## src/rtl/err_stats_pkg.sv

```systemverilog
// rtl/err_stats_pkg.sv - shared types and width helpers for the adder error-statistics stage
// Contents: run state enum, operand width, accumulator width functions.
package err_stats_pkg;

    // Width of the adder results being compared: {Cout, S[8:0]}
    localparam int DATA_W = 10;

    typedef enum logic [1:0] {
        IDLE  = 2'd0,
        RUN   = 2'd1,
        DRAIN = 2'd2,
        DONE  = 2'd3
    } state_t;

    // N samples of at most 1023 each fit in DATA_W + log2(N) bits
    function automatic int sum_w(input int samples_log2);
        return DATA_W + samples_log2;
    endfunction

    // Counts 0..N inclusive
    function automatic int cnt_w(input int samples_log2);
        return samples_log2 + 1;
    endfunction

endpackage

```

## src/rtl/abs_diff10.sv

```systemverilog
// rtl/abs_diff10.sv - unsigned absolute difference and inequality flag of two 10-bit values
// Ports: a, b (10-bit operands) -> d = |a - b|, neq = (a != b). Purely combinational.
module abs_diff10
    import err_stats_pkg::*;
(
    input  logic [DATA_W-1:0] a,
    input  logic [DATA_W-1:0] b,
    output logic [DATA_W-1:0] d,
    output logic              neq
);

    // Subtract the smaller from the larger so the result never wraps
    always_comb begin
        d   = '0;
        neq = (a != b);
        if (a >= b) begin
            d = a - b;
        end else begin
            d = b - a;
        end
    end

endmodule

```

## src/rtl/err_stats_9b.sv

```systemverilog
// rtl/err_stats_9b.sv - error statistics between exact and approximate 9-bit adder results over 2**SAMPLES_LOG2 samples
// Ports:
//   clk, rst_n          clock, asynchronous active-low reset
//   start               begins a run from IDLE or DONE
//   in_valid / in_ready sample handshake; in_ready is high only in RUN
//   s_exact, s_approx   10-bit adder results {Cout, S[8:0]}
//   busy, done          run in progress / results valid and held
//   err_count           samples where the two results differ
//   sum_abs_err         sum of absolute errors
//   max_abs_err         largest absolute error
//   mean_abs_err        sum_abs_err >> SAMPLES_LOG2
module err_stats_9b
    import err_stats_pkg::*;
#(
    parameter int SAMPLES_LOG2 = 8
) (
    input  logic                             clk,
    input  logic                             rst_n,
    input  logic                             start,
    input  logic                             in_valid,
    output logic                             in_ready,
    input  logic [DATA_W-1:0]                s_exact,
    input  logic [DATA_W-1:0]                s_approx,
    output logic                             busy,
    output logic                             done,
    output logic [cnt_w(SAMPLES_LOG2)-1:0]   err_count,
    output logic [sum_w(SAMPLES_LOG2)-1:0]   sum_abs_err,
    output logic [DATA_W-1:0]                max_abs_err,
    output logic [DATA_W-1:0]                mean_abs_err
);

    localparam int SW = sum_w(SAMPLES_LOG2);
    localparam int CW = cnt_w(SAMPLES_LOG2);

    state_t state, state_nxt;

    // Sample index within the run; all-ones marks the final sample
    logic [SAMPLES_LOG2-1:0] cnt;

    logic [DATA_W-1:0] diff;
    logic              diff_neq;

    // Stage-1 registers
    logic [DATA_W-1:0] abs_err1;
    logic              neq1;
    logic              v1;

    logic accept;
    logic run_start;
    logic last_sample;

    abs_diff10 u_abs_diff (
        .a   (s_exact),
        .b   (s_approx),
        .d   (diff),
        .neq (diff_neq)
    );

    assign accept      = in_valid && (state == RUN);
    assign last_sample = &cnt;

    always_comb begin
        state_nxt = state;
        run_start = 1'b0;
        case (state)
            IDLE: begin
                if (start) begin
                    state_nxt = RUN;
                    run_start = 1'b1;
                end
            end
            RUN: begin
                if (accept && last_sample) begin
                    state_nxt = DRAIN;
                end
            end
            // The last stage-1 result is accumulated on the edge leaving DRAIN
            DRAIN: begin
                state_nxt = DONE;
            end
            DONE: begin
                if (start) begin
                    state_nxt = RUN;
                    run_start = 1'b1;
                end
            end
            default: begin
                state_nxt = IDLE;
            end
        endcase
    end

    always_ff @(posedge clk or negedge rst_n) begin
        if (!rst_n) begin
            state <= IDLE;
        end else begin
            state <= state_nxt;
        end
    end

    // Counter holds at N-1 after the final accept; only a new run clears it
    always_ff @(posedge clk or negedge rst_n) begin
        if (!rst_n) begin
            cnt <= '0;
        end else if (run_start) begin
            cnt <= '0;
        end else if (accept && !last_sample) begin
            cnt <= cnt + 1'b1;
        end
    end

    always_ff @(posedge clk or negedge rst_n) begin
        if (!rst_n) begin
            abs_err1 <= '0;
            neq1     <= 1'b0;
            v1       <= 1'b0;
        end else if (run_start) begin
            abs_err1 <= '0;
            neq1     <= 1'b0;
            v1       <= 1'b0;
        end else begin
            v1 <= accept;
            if (accept) begin
                abs_err1 <= diff;
                neq1     <= diff_neq;
            end
        end
    end

    always_ff @(posedge clk or negedge rst_n) begin
        if (!rst_n) begin
            err_count   <= '0;
            sum_abs_err <= '0;
            max_abs_err <= '0;
        end else if (run_start) begin
            err_count   <= '0;
            sum_abs_err <= '0;
            max_abs_err <= '0;
        end else if (v1) begin
            err_count   <= err_count + CW'(neq1);
            sum_abs_err <= sum_abs_err + SW'(abs_err1);
            if (abs_err1 > max_abs_err) begin
                max_abs_err <= abs_err1;
            end
        end
    end

    // Upper DATA_W bits of the sum are exactly the truncated mean
    assign mean_abs_err = sum_abs_err[SW-1:SAMPLES_LOG2];

    assign in_ready = (state == RUN);
    assign busy     = (state == RUN) || (state == DRAIN);
    assign done     = (state == DONE);

endmodule

```

## config.mk

```make
export PLATFORM = sky130hd
export DESIGN_NAME = err_stats_9b
export DESIGN_NICKNAME = d
export VERILOG_FILES = /design/src/rtl/err_stats_pkg.sv /design/src/rtl/abs_diff10.sv /design/src/rtl/err_stats_9b.sv
export SDC_FILE = /design/constraint.sdc
export NUM_CORES = 1
export LEC_CHECK = 0
export ABC_AREA = 1
export BUFFER_PORTS_ARGS = -buffer_cell sky130_fd_sc_hd__buf_2
export CAP_MARGIN = 10
export CORE_MARGIN = 2
export CORE_UTILIZATION = 55
export DETAILED_ROUTE_END_ITERATION = 6
export MAX_ROUTING_LAYER = met4
export PLACE_DENSITY = 0.78
export SKIP_LAST_GASP = 1
export SYNTH_ARGS = -nofsm -noshare
export SYNTH_HDL_FRONTEND = slang
export SYNTH_HIERARCHICAL = 1
export SYNTH_SLANG_ARGS = --single-unit
```

## constraint.sdc

```tcl
create_clock -name clk -period 2.4 [get_ports clk]
set_input_delay 0.24 -clock clk [delete_from_list [all_inputs] [get_ports clk]]
set_output_delay 0.24 -clock clk [all_outputs]
set_load 0.01 [all_outputs]
```

==> results.toml <==
[global_route]
antenna_found_initial = 0
gr-usage-all-layers = 0.260
grt_max_degree = 50
overflow = 0
grt_pass1_vias = 4558
grt_pass1_wl_microns = 20000

[hold_path]
min_from = "start"
whs_endpoint = "state[0]$_DFFE_PN0P_"
hold_depth = 3
hp-class = "in2reg"

[die]
core-area_sq_mm = 0.00864
core.rowCount = 34
start_util = 0.559
io_pins = 74
die_area_sq_mm = 0.00955
die_h_microns = 97.7
die_w_microns = 97.7

[synthesis]
seq_area_frac_synth = 0.306
synth_area_sq_mm = 0.00483
async_flop_share = 1.00
post_synth.cell_area_avg_sq_um = 6.98
synth-seq-cells = 59
postSynthNetCount = 764
synth_cell_types = 40
synth_edf_count = 0
yosysWarnings = 6
syn-instance-count = 692
ys.flop_type = "dfrtp_1"

[sta]
fin_skew_ns = 0.0109
hold_viol = 0
drv_slew = 0
finalCritPeriodShare = 0.868
fmax_ghz = 0.480
rsz0062_at_grt = "no"
min_period_ns = 2.08
worstMarginPinSlew_ns = 0.577
slew_headroom = 0.615
tns_ns = 0
finalSetupViolCount = 0

[worst_setup_path]
worstSetupPathType = "reg2reg"
crit_arrival_ns = 2.31
cp_max_fo = 11
ff2ff_setup_slack_ns = 0.32
required_ns = 2.62
reg2reg_to = "max_abs_err[0]$_DFFE_PN0P_"
r2r-start = "max_abs_err[4]$_DFFE_PN0P_"
cp-start-kind = "register"
reg2reg_depth = 10
cp-end-kind = "register"

[flow_run]
drv_cap = 0

[drt]
dr.pass1.iters = 5
route.antenna.remaining_nets = 0
vias = 4603
drc = 0
drt-total-wl_microns = 11500
wl_per_cell_microns = 13.3
drt_iter0_drc = 260
viasPerCell = 5.28

[placement]
portBuffers = 73
place_inst = 854
dp_hpwl_microns = 9010
gp_congestion = 0.920

[cts]
cts_resized = 0
cts_tree = "yes"
clk_latency_ns = 0.34
cts_buffer_depth = 2
cts_sinks = 59
ctsHtreeMaxLevel = 3
cts_root_buffer = "clkbuf_8"
cts_buffers = 9
cts.reportedPaths.clkPinSlew_ns = 0.07

[layout]
stdcell_count = 871
utilization = 0.630
finalNetCount = 830
drive_above_1_share = 0.160
antenna_cells = 0
fillCellCount = 773
final_common_cell = "nand2_1"
syn2layout_area_growth_pct = 12.6
final_cell_mix = "nand2_1 (211), inv_1 (101), nand3_1 (77), buf_2 (73), dfrtp_1 (59)"

[power]
peakVddDrop_v = 0.00110
p_per_area_mw_per_mm2 = 904
p_leak_uw = 0.00316

[status]
status = "complete, no violations"
## cells by family after synthesis
logic type               synth area share
AND/OR/NAND/NOR                     0.348
buffers and inverters               0.114
AO/OA/AOI/OAI                      0.0837
flip-flops                          0.306
adder cells (fa/ha/maj)             0.129
XOR/XNOR                           0.0199
## sequential cells by signal, summed over array words and instances, names as in the netlist
| name | count |
|---|---|
| state | 2 |
| neq1 | 1 |
| v1 | 1 |
| err_count | 9 |
| max_abs_err | 10 |
| abs_err1 | 10 |
| cnt | 8 |
| sum_abs_err | 18 |
## synthesized netlist by cell type, types with 3 or more instances
| cell type | instances | area (sq um) |
|---|---|---|
| o21ai_0 | 16 | 80.1 |
| nor3_1 | 3 | 15.0 |
| xnor2_1 | 3 | 26.3 |
| inv_2 | 3 | 11.3 |
| xor2_1 | 8 | 70.1 |
| nand4_1 | 17 | 106 |
| ha_1 | 45 | 563 |
| nand3_1 | 77 | 385 |
| dfrtp_1 | 59 | 1480 |
| a22o_1 | 4 | 35.0 |
| nor2_2 | 3 | 18.8 |
| fa_1 | 3 | 60.1 |
| nand3_2 | 3 | 30.0 |
| nor2_1 | 44 | 165 |
| nand2_2 | 4 | 25.0 |
| clkbuf_1 | 6 | 22.5 |
| buf_4 | 12 | 90.1 |
| buf_2 | 6 | 30.0 |
| nand2_1 | 211 | 792 |
| nor2_4 | 4 | 45.0 |
| inv_1 | 101 | 379 |
| a21oi_1 | 31 | 155 |
| o21ai_1 | 5 | 25.0 |
| o31ai_1 | 4 | 30.0 |
## report_power, final
group | internal (uW) | leakage (uW) | switching [uW] | total (uW)
clock | 479 | 0.0000885 | 424 | 903
sequential | 1230 | 0.000810 | 307 | 1530
combinational | 888 | 0.00226 | 1590 | 2480
total | 2590 | 0.00316 | 2320 | 4920
## final cells by class
cell class                      instances  area, sq um  area share
Sequential cell                        59         1480       0.271
Timing Repair Buffer                   81          440      0.0809
Tap cell                              108          135      0.0248
Multi-Input combinational cell        503         2810       0.516
Inverter                              104          390      0.0717
Clock inverter                          6         66.3      0.0122
Clock buffer                           10          128      0.0235
## how the worst max path moves through the flow
stage                                     startpoint                     endpoint  slack (ns)  depth (start not counted)
after floorplan           sum_abs_err[0]$_DFFE_PN0P_  sum_abs_err[12]$_DFFE_PN0P_        0.61                          8
after global placement       abs_err1[9]$_DFFE_PN0P_   max_abs_err[2]$_DFFE_PN0P_        0.45                          9
after detailed placement     abs_err1[9]$_DFFE_PN0P_   max_abs_err[0]$_DFFE_PN0P_        0.35                          9
after CTS                    abs_err1[9]$_DFFE_PN0P_   max_abs_err[0]$_DFFE_PN0P_        0.34                          9
after global routing      max_abs_err[5]$_DFFE_PN0P_   max_abs_err[2]$_DFFE_PN0P_        0.17                         10
final                     max_abs_err[4]$_DFFE_PN0P_   max_abs_err[0]$_DFFE_PN0P_        0.32                         10
## metrics by stage
| step | total power [uW] | instance area, sq um | setup WS, ns | hold slack [ns] |
|---|---|---|---|---|
| 6_report | 4920 | 5440 | 0.316 | 0.197 |
| 5_1_grt | 5360 | 5440 | 0.166 | 0.214 |
| 4_1_cts | 4910 | 5440 | 0.341 | 0.191 |
| 3_5_place_dp | 4000 | 5240 | 0.350 | 0.149 |
| 3_3_place_gp | 3900 | 5240 | 0.449 | 0.145 |
| 2_1_floorplan | 3250 | 4830 | 0.612 | -0.0556 |
## critical path: stages (launching register included)
cell and delay, ns:
dfrtp_1 0.42, inv_1 0.08, ha_1 0.30, nand2_1 0.08, nor2_1 0.06, nand4_1 0.07
nand2_1 0.05, inv_1 0.32, nand2_1 0.35, nand3_1 0.17, nand2_1 0.08
## repair_timing
| action | in CTS | in global routing |
|---|---|---|
| buffers inserted | 0 | 0 |
| hold endpoints to repair | 11 | 0 |
| hold buffers | 1 | 0 |
## per-layer routing
| layer | track usage | vias up | routed length [microns] |
|---|---|---|---|
| met1 | 0.316 | 2096 | 5090 |
| met2 | 0.450 | 144 | 5670 |
| li1 | - | 2348 | - |
| met5 | - | - | 0 |
| met4 | 0.0705 | 0 | 167 |
| met3 | 0.0403 | 15 | 617 |
(Power assumes the default switching activity.)
